File: config.mk
export PLATFORM = sky130hd
export DESIGN_NAME = ex_muldiv_seq
export DESIGN_NICKNAME = d
export VERILOG_FILES = /design/src/rtl/ex_muldiv_seq.sv
export SDC_FILE = /design/constraint.sdc
export NUM_CORES = 1
export LEC_CHECK = 0
export BUFFER_PORTS_ARGS = -buffer_cell sky130_fd_sc_hd__buf_4
export CAP_MARGIN = 40
export CELL_PAD_IN_SITES_DETAIL_PLACEMENT = 0
export CELL_PAD_IN_SITES_GLOBAL_PLACEMENT = 1
export CORE_MARGIN = 2
export CORE_UTILIZATION = 46
export DETAILED_ROUTE_END_ITERATION = 7
export PLACE_DENSITY_LB_ADDON = 0.05
export SKIP_CTS_REPAIR_TIMING = 1
export SYNTH_ARGS = -nofsm -noshare
export SYNTH_HDL_FRONTEND = slang
export SYNTH_SLANG_ARGS = --single-unit
File: constraint.sdc
create_clock -name clk -period 6.5 [get_ports clk]
set_input_delay 1.625 -clock clk [delete_from_list [all_inputs] [get_ports clk]]
set_output_delay 1.625 -clock clk [all_outputs]
set_load 0.01 [all_outputs]
File: src/rtl/ex_muldiv_seq.sv
// Iterative RV32M multiply/divide unit: 32 radix-2 cycles, with a one-cycle shortcut for divide-by-zero and signed overflow.
// Stalls the pipeline from the accept cycle through the last iteration. The result is presented for one cycle in DONE.
module ex_muldiv_seq (
   input  logic        clk,
   input  logic        reset,
   input  logic        start,
   input  logic [2:0]  op,
   input  logic [31:0] rs1_val,
   input  logic [31:0] rs2_val,
   input  logic        flush,
   output logic        stall,
   output logic        busy,
   output logic        done,
   output logic        sel_md,
   output logic [31:0] result
);

   typedef enum logic [1:0] {S_IDLE, S_MUL, S_DIV, S_DONE} state_t;

   state_t      state, state_nxt;
   logic [5:0]  cnt;
   logic [2:0]  op_q;
   logic [31:0] acc_hi, acc_lo, md_b;
   logic        neg_a, neg_b;

   logic        accept, div_zero, div_ovf, shortcut;
   logic        a_sgn, b_sgn, a_neg, b_neg;
   logic [31:0] a_mag, b_mag, short_res;
   logic [32:0] sum, r_sh, diff;
   logic [31:0] hi_nxt, lo_nxt;
   logic [63:0] prod, prod_s;
   logic [31:0] quo_s, rem_s, fin_res;

   // Operand conditioning at accept time.
   always_comb begin
      accept   = (state == S_IDLE) && start && !flush && !reset;
      div_zero = (rs2_val == 32'd0);
      div_ovf  = !op[0] && (rs1_val == 32'h8000_0000) && (rs2_val == 32'hFFFF_FFFF);
      shortcut = op[2] && (div_zero || div_ovf);
      a_sgn    = op[2] ? !op[0] : ((op == 3'd1) || (op == 3'd2));
      b_sgn    = op[2] ? !op[0] : (op == 3'd1);
      a_neg    = a_sgn && rs1_val[31];
      b_neg    = b_sgn && rs2_val[31];
      a_mag    = a_neg ? (32'd0 - rs1_val) : rs1_val;
      b_mag    = b_neg ? (32'd0 - rs2_val) : rs2_val;
      if (div_zero)
         short_res = op[1] ? rs1_val : 32'hFFFF_FFFF;
      else
         short_res = op[1] ? 32'd0 : 32'h8000_0000;
   end

   // One iteration step. MUL: hi accumulates, lo holds the shifting multiplier.
   // DIV: hi is the partial remainder, lo shifts the dividend out and the quotient in.
   always_comb begin
      sum  = {1'b0, acc_hi} + (acc_lo[0] ? {1'b0, md_b} : 33'd0);
      r_sh = {acc_hi, acc_lo[31]};
      diff = r_sh - {1'b0, md_b};
      if (state == S_MUL) begin
         hi_nxt = sum[32:1];
         lo_nxt = {sum[0], acc_lo[31:1]};
      end else if (!diff[32]) begin
         hi_nxt = diff[31:0];
         lo_nxt = {acc_lo[30:0], 1'b1};
      end else begin
         hi_nxt = r_sh[31:0];
         lo_nxt = {acc_lo[30:0], 1'b0};
      end
      prod    = {hi_nxt, lo_nxt};
      prod_s  = (neg_a ^ neg_b) ? (64'd0 - prod) : prod;
      quo_s   = (neg_a ^ neg_b) ? (32'd0 - lo_nxt) : lo_nxt;
      rem_s   = neg_a ? (32'd0 - hi_nxt) : hi_nxt;
      if (op_q[2])
         fin_res = op_q[1] ? rem_s : quo_s;
      else
         fin_res = (op_q == 3'd0) ? prod_s[31:0] : prod_s[63:32];
   end

   always_comb begin
      state_nxt = state;
      if (reset || flush) begin
         state_nxt = S_IDLE;
      end else begin
         case (state)
            S_IDLE: if (start) state_nxt = shortcut ? S_DONE : (op[2] ? S_DIV : S_MUL);
            S_MUL,
            S_DIV:  if (cnt == 6'd31) state_nxt = S_DONE;
            default: state_nxt = S_IDLE;
         endcase
      end
   end

   always_ff @(posedge clk) begin
      if (reset) state <= S_IDLE;
      else       state <= state_nxt;
   end

   always_ff @(posedge clk) begin
      if (reset) begin
         cnt    <= 6'd0;
         op_q   <= 3'd0;
         acc_hi <= 32'd0;
         acc_lo <= 32'd0;
         md_b   <= 32'd0;
         neg_a  <= 1'b0;
         neg_b  <= 1'b0;
         result <= 32'd0;
      end else if (accept) begin
         cnt    <= 6'd0;
         op_q   <= op;
         neg_a  <= a_neg;
         neg_b  <= b_neg;
         acc_hi <= 32'd0;
         acc_lo <= op[2] ? a_mag : b_mag;
         md_b   <= op[2] ? b_mag : a_mag;
         if (shortcut) result <= short_res;
      end else if (!flush && ((state == S_MUL) || (state == S_DIV))) begin
         acc_hi <= hi_nxt;
         acc_lo <= lo_nxt;
         cnt    <= cnt + 6'd1;
         if (cnt == 6'd31) result <= fin_res;
      end
   end

   always_comb begin
      busy   = (state != S_IDLE) && !reset;
      done   = (state == S_DONE) && !reset;
      sel_md = done;
      stall  = accept || (((state == S_MUL) || (state == S_DIV)) && !reset);
   end

endmodule

==> qor.yml <==
yosys:
  ys_types: 92
  synth_area_per_cell_um2: 6.89
  synth-edff-count: 0
  synth-seq-cells: 141
  syn_nets: 2581
  ys_top_cells_by_area: "dfxtp_1 17%, a21oi_1 7.4%, nand2_1 6.1%"
  ys.flop_type: "dfxtp_1"
  yosysSeqAreaShare_pct: 16.8
  synth.cell_area_mm2: 0.0168
  yosysTopAreaCell: "dfxtp_1"
  synth-async-reset-ratio_pct: 0
  syn_inst: 2434
  yosysWarnings: 0
  yosysTopAreaCellShare_pct: 16.8
die:
  io_pins: 107
  die_h_um: 195
  start_util_pct: 46.9
  rows: 69
  coreArea_mm2: 0.0357
  die_area_mm2: 0.0380
  dieWidth_um: 195
power:
  swShare_pct: 48.1
  pwr-share-clk_pct: 23.0
  p_comb_share_pct: 55.5
  sequentialPowerShare_pct: 21.5
  p_leak_uw: 0.00710
  internal-power_uw: 2330
  powerDensity_mw_per_mm2: 240
  vdd_drop_max_mv: 0.198
  p_sw_uw: 2150
  total_power_uw: 4480
clock_tree:
  htree_levels: 4
  numCtsBuffers: 17
  cts-root-buf: "clkbuf_16"
  clock_latency_ps: 450
  cts_tree: "done"
  clock_path_buffers: 2
  path_clk_slew_ps: 60
  clock_sinks: 141
setup_path:
  cp_max_fo: 12
  cp.arrival_ps: 6260
  path_class: "flop to flop"
  worst_setup_path_end_kind: "flop"
  cp_cell_sequence: "ha_1, a21oi_1, o21ai_1, a211oi_1, o21a_1, nand3_2, nand2_1, nor2_1, a21oi_1, o21ai_0, inv_1, ha_1, o21ai_1, or2_1, or3_1, o31ai_1, xnor2_1, a221oi_1, o21ai_1"
  max_stage_delay_ps: 550
  critPathSlowestCell: "or3_1"
  crit_required_ps: 6800
  crit_top_cell: "o21ai_1"
  start_kind: "flop"
sta:
  fin_skew_ps: 13.3
  fin_crit_sh_pct: 91.7
  slew_viol_final: 0
  relSlewSlack_pct: 29.8
  fmax_mhz: 168
  setup_viol: 0
  period_needed_ps: 5960
  rsz0062_at_grt: "no"
  worstMarginPinSlew_ps: 1050
  tns_ps: 0
  finalHoldViolations: 0
global_route:
  antenna_found_initial: 3
  use_met3_pct: 6.20
  grt.busiest_layer: "met2"
  grtUsageMet2_pct: 64.3
  globalRoute.totalOverflow: 0
  grt_pass1_vias: 18100
  grt.total_usage_pct: 39.4
  grt_first_pass_wirelength_mm: 113
  use_met1_pct: 48.8
  grt_max_degree: 82
drt:
  avgViaCountPerCell: 6.61
  drt_iter0_markers: 2082
  firstDrtPassIters: 6
  antenna_left: 0
  dr_total_vias: 19500
  drc: 0
  wl_per_cell_um: 25.9
  wirelength_mm: 76.4
final_layout:
  synthToLayoutAreaGrowth_pct: 11.2
  final_common_cell: "nand2_1"
  fin_util_pct: 52.2
  finalNetCount: 2622
  final_cell_mix: "274 x nand2_1, 256 x nor2_1, 247 x a21oi_1"
  n_fill_cell: 3688
  stdcell_count: 2949
  drive_gt1_share_pct: 10.4
worst_hold_path:
  hold_path.class: "flop to flop"
run_status:
  outcome: "completed"
placed_design:
  hpwlAfterDp_mm: 60.4
  dp_cells: 2917
  portBuffers: 106
  globalplace.congestion: 0.975
job:
  maxCapViolCount: 0
[critical path: cells and delay by family (launching register included)]
family                   cells  cell delay [ps]
buffers and inverters        1              150
AND/OR/NAND/NOR              5             1510
adder cells (fa/ha/maj)      2              610
flip-flops                   1              440
XOR/XNOR                     1              110
AO/OA/AOI/OAI               10             2990
[sequential cells by signal, summed over array words and instances, names as in the netlist]
signal,cells
acc_hi,32
acc_lo,32
md_b,32
result,32
cnt,6
op_q,3
state,2
neg_a,1
neg_b,1
[worst paths after layout]
| path | startpoint | end | slack (ps) | cells after the start |
|---|---|---|---|---|
| setup / recovery | acc_hi[16]$_SDFFE_PP0P_ | result[16]$_SDFFE_PP0P_ | 540 | 19 |
| hold / removal | result[30]$_SDFFE_PP0P_ | result[30]$_SDFFE_PP0P_ | 470 | 2 |
| setup reg to reg | acc_hi[16]$_SDFFE_PP0P_ | result[16]$_SDFFE_PP0P_ | 540 | 19 |
| hold reg to reg | result[30]$_SDFFE_PP0P_ | result[30]$_SDFFE_PP0P_ | 470 | 2 |
[power groups by stage]
stage | Combinational [µW] | Clock [µW] | Sequential [µW]
detailed placement | 2390 | 0 | 979
CTS | 2400 | 1030 | 960
global route | 2610 | 1060 | 967
finish | 2490 | 1030 | 962
global placement | 2380 | 0 | 978
floorplan | 1550 | 0 | 956
[synth_stat cells, drive strengths merged (22+ instances only)]
master	number
nor3	85
o31ai	24
inv	64
ha	74
nor2	259
or3	33
nand3	39
a21oi	250
nand2b	26
dfxtp	141
and3	27
a211oi	58
a21o	38
and2	66
xor2	81
nor4	26
mux2i	56
o21a	22
a31oi	32
o211ai	85
nand4	35
nand2	274
xnor2	88
buf	38
clkbuf	111
o21ai	165
[final cells by class]
cell class | instances | area (µm²) | area share (%)
diodes | 2 | 5.00 | 0.0268
clock inverters | 10 | 116 | 0.624
flip-flops and latches | 141 | 2820 | 15.1
multi-input cells | 2077 | 13100 | 70.3
repair buffers | 171 | 1300 | 6.95
well taps | 461 | 577 | 3.09
inverters | 67 | 251 | 1.35
clock buffers | 20 | 467 | 2.50
[metal layers]
layer / vias up / routed length, µm
met1: 9171 / 30700
met5: - / 37
met2: 1009 / 34400
met3: 250 / 6130
li1: 9054 / -
met4: 6 / 5160
[logic make-up (layout without fill, tap and decap cells)]
family	after synthesis	after routing	synth area share, %
simple gates	938	938	26.9
compound gates	830	830	32.6
buf+inv	216	268	5.23
other cells	0	2	0
mux	64	64	3.88
fa+ha+maj	76	76	5.76
xor+xnor	169	169	8.82
flops	141	141	16.8
[stage by stage]
step | hold slack (ps) | area (µm²) | setup slack, ps
floorplan | 440 | 16800 | 1450
global placement | 447 | 18000 | 783
detailed placement | 456 | 18100 | 786
CTS | 471 | 18700 | 747
global route | 491 | 18700 | 283
finish | 468 | 18700 | 541
(Power assumes the default switching activity.)
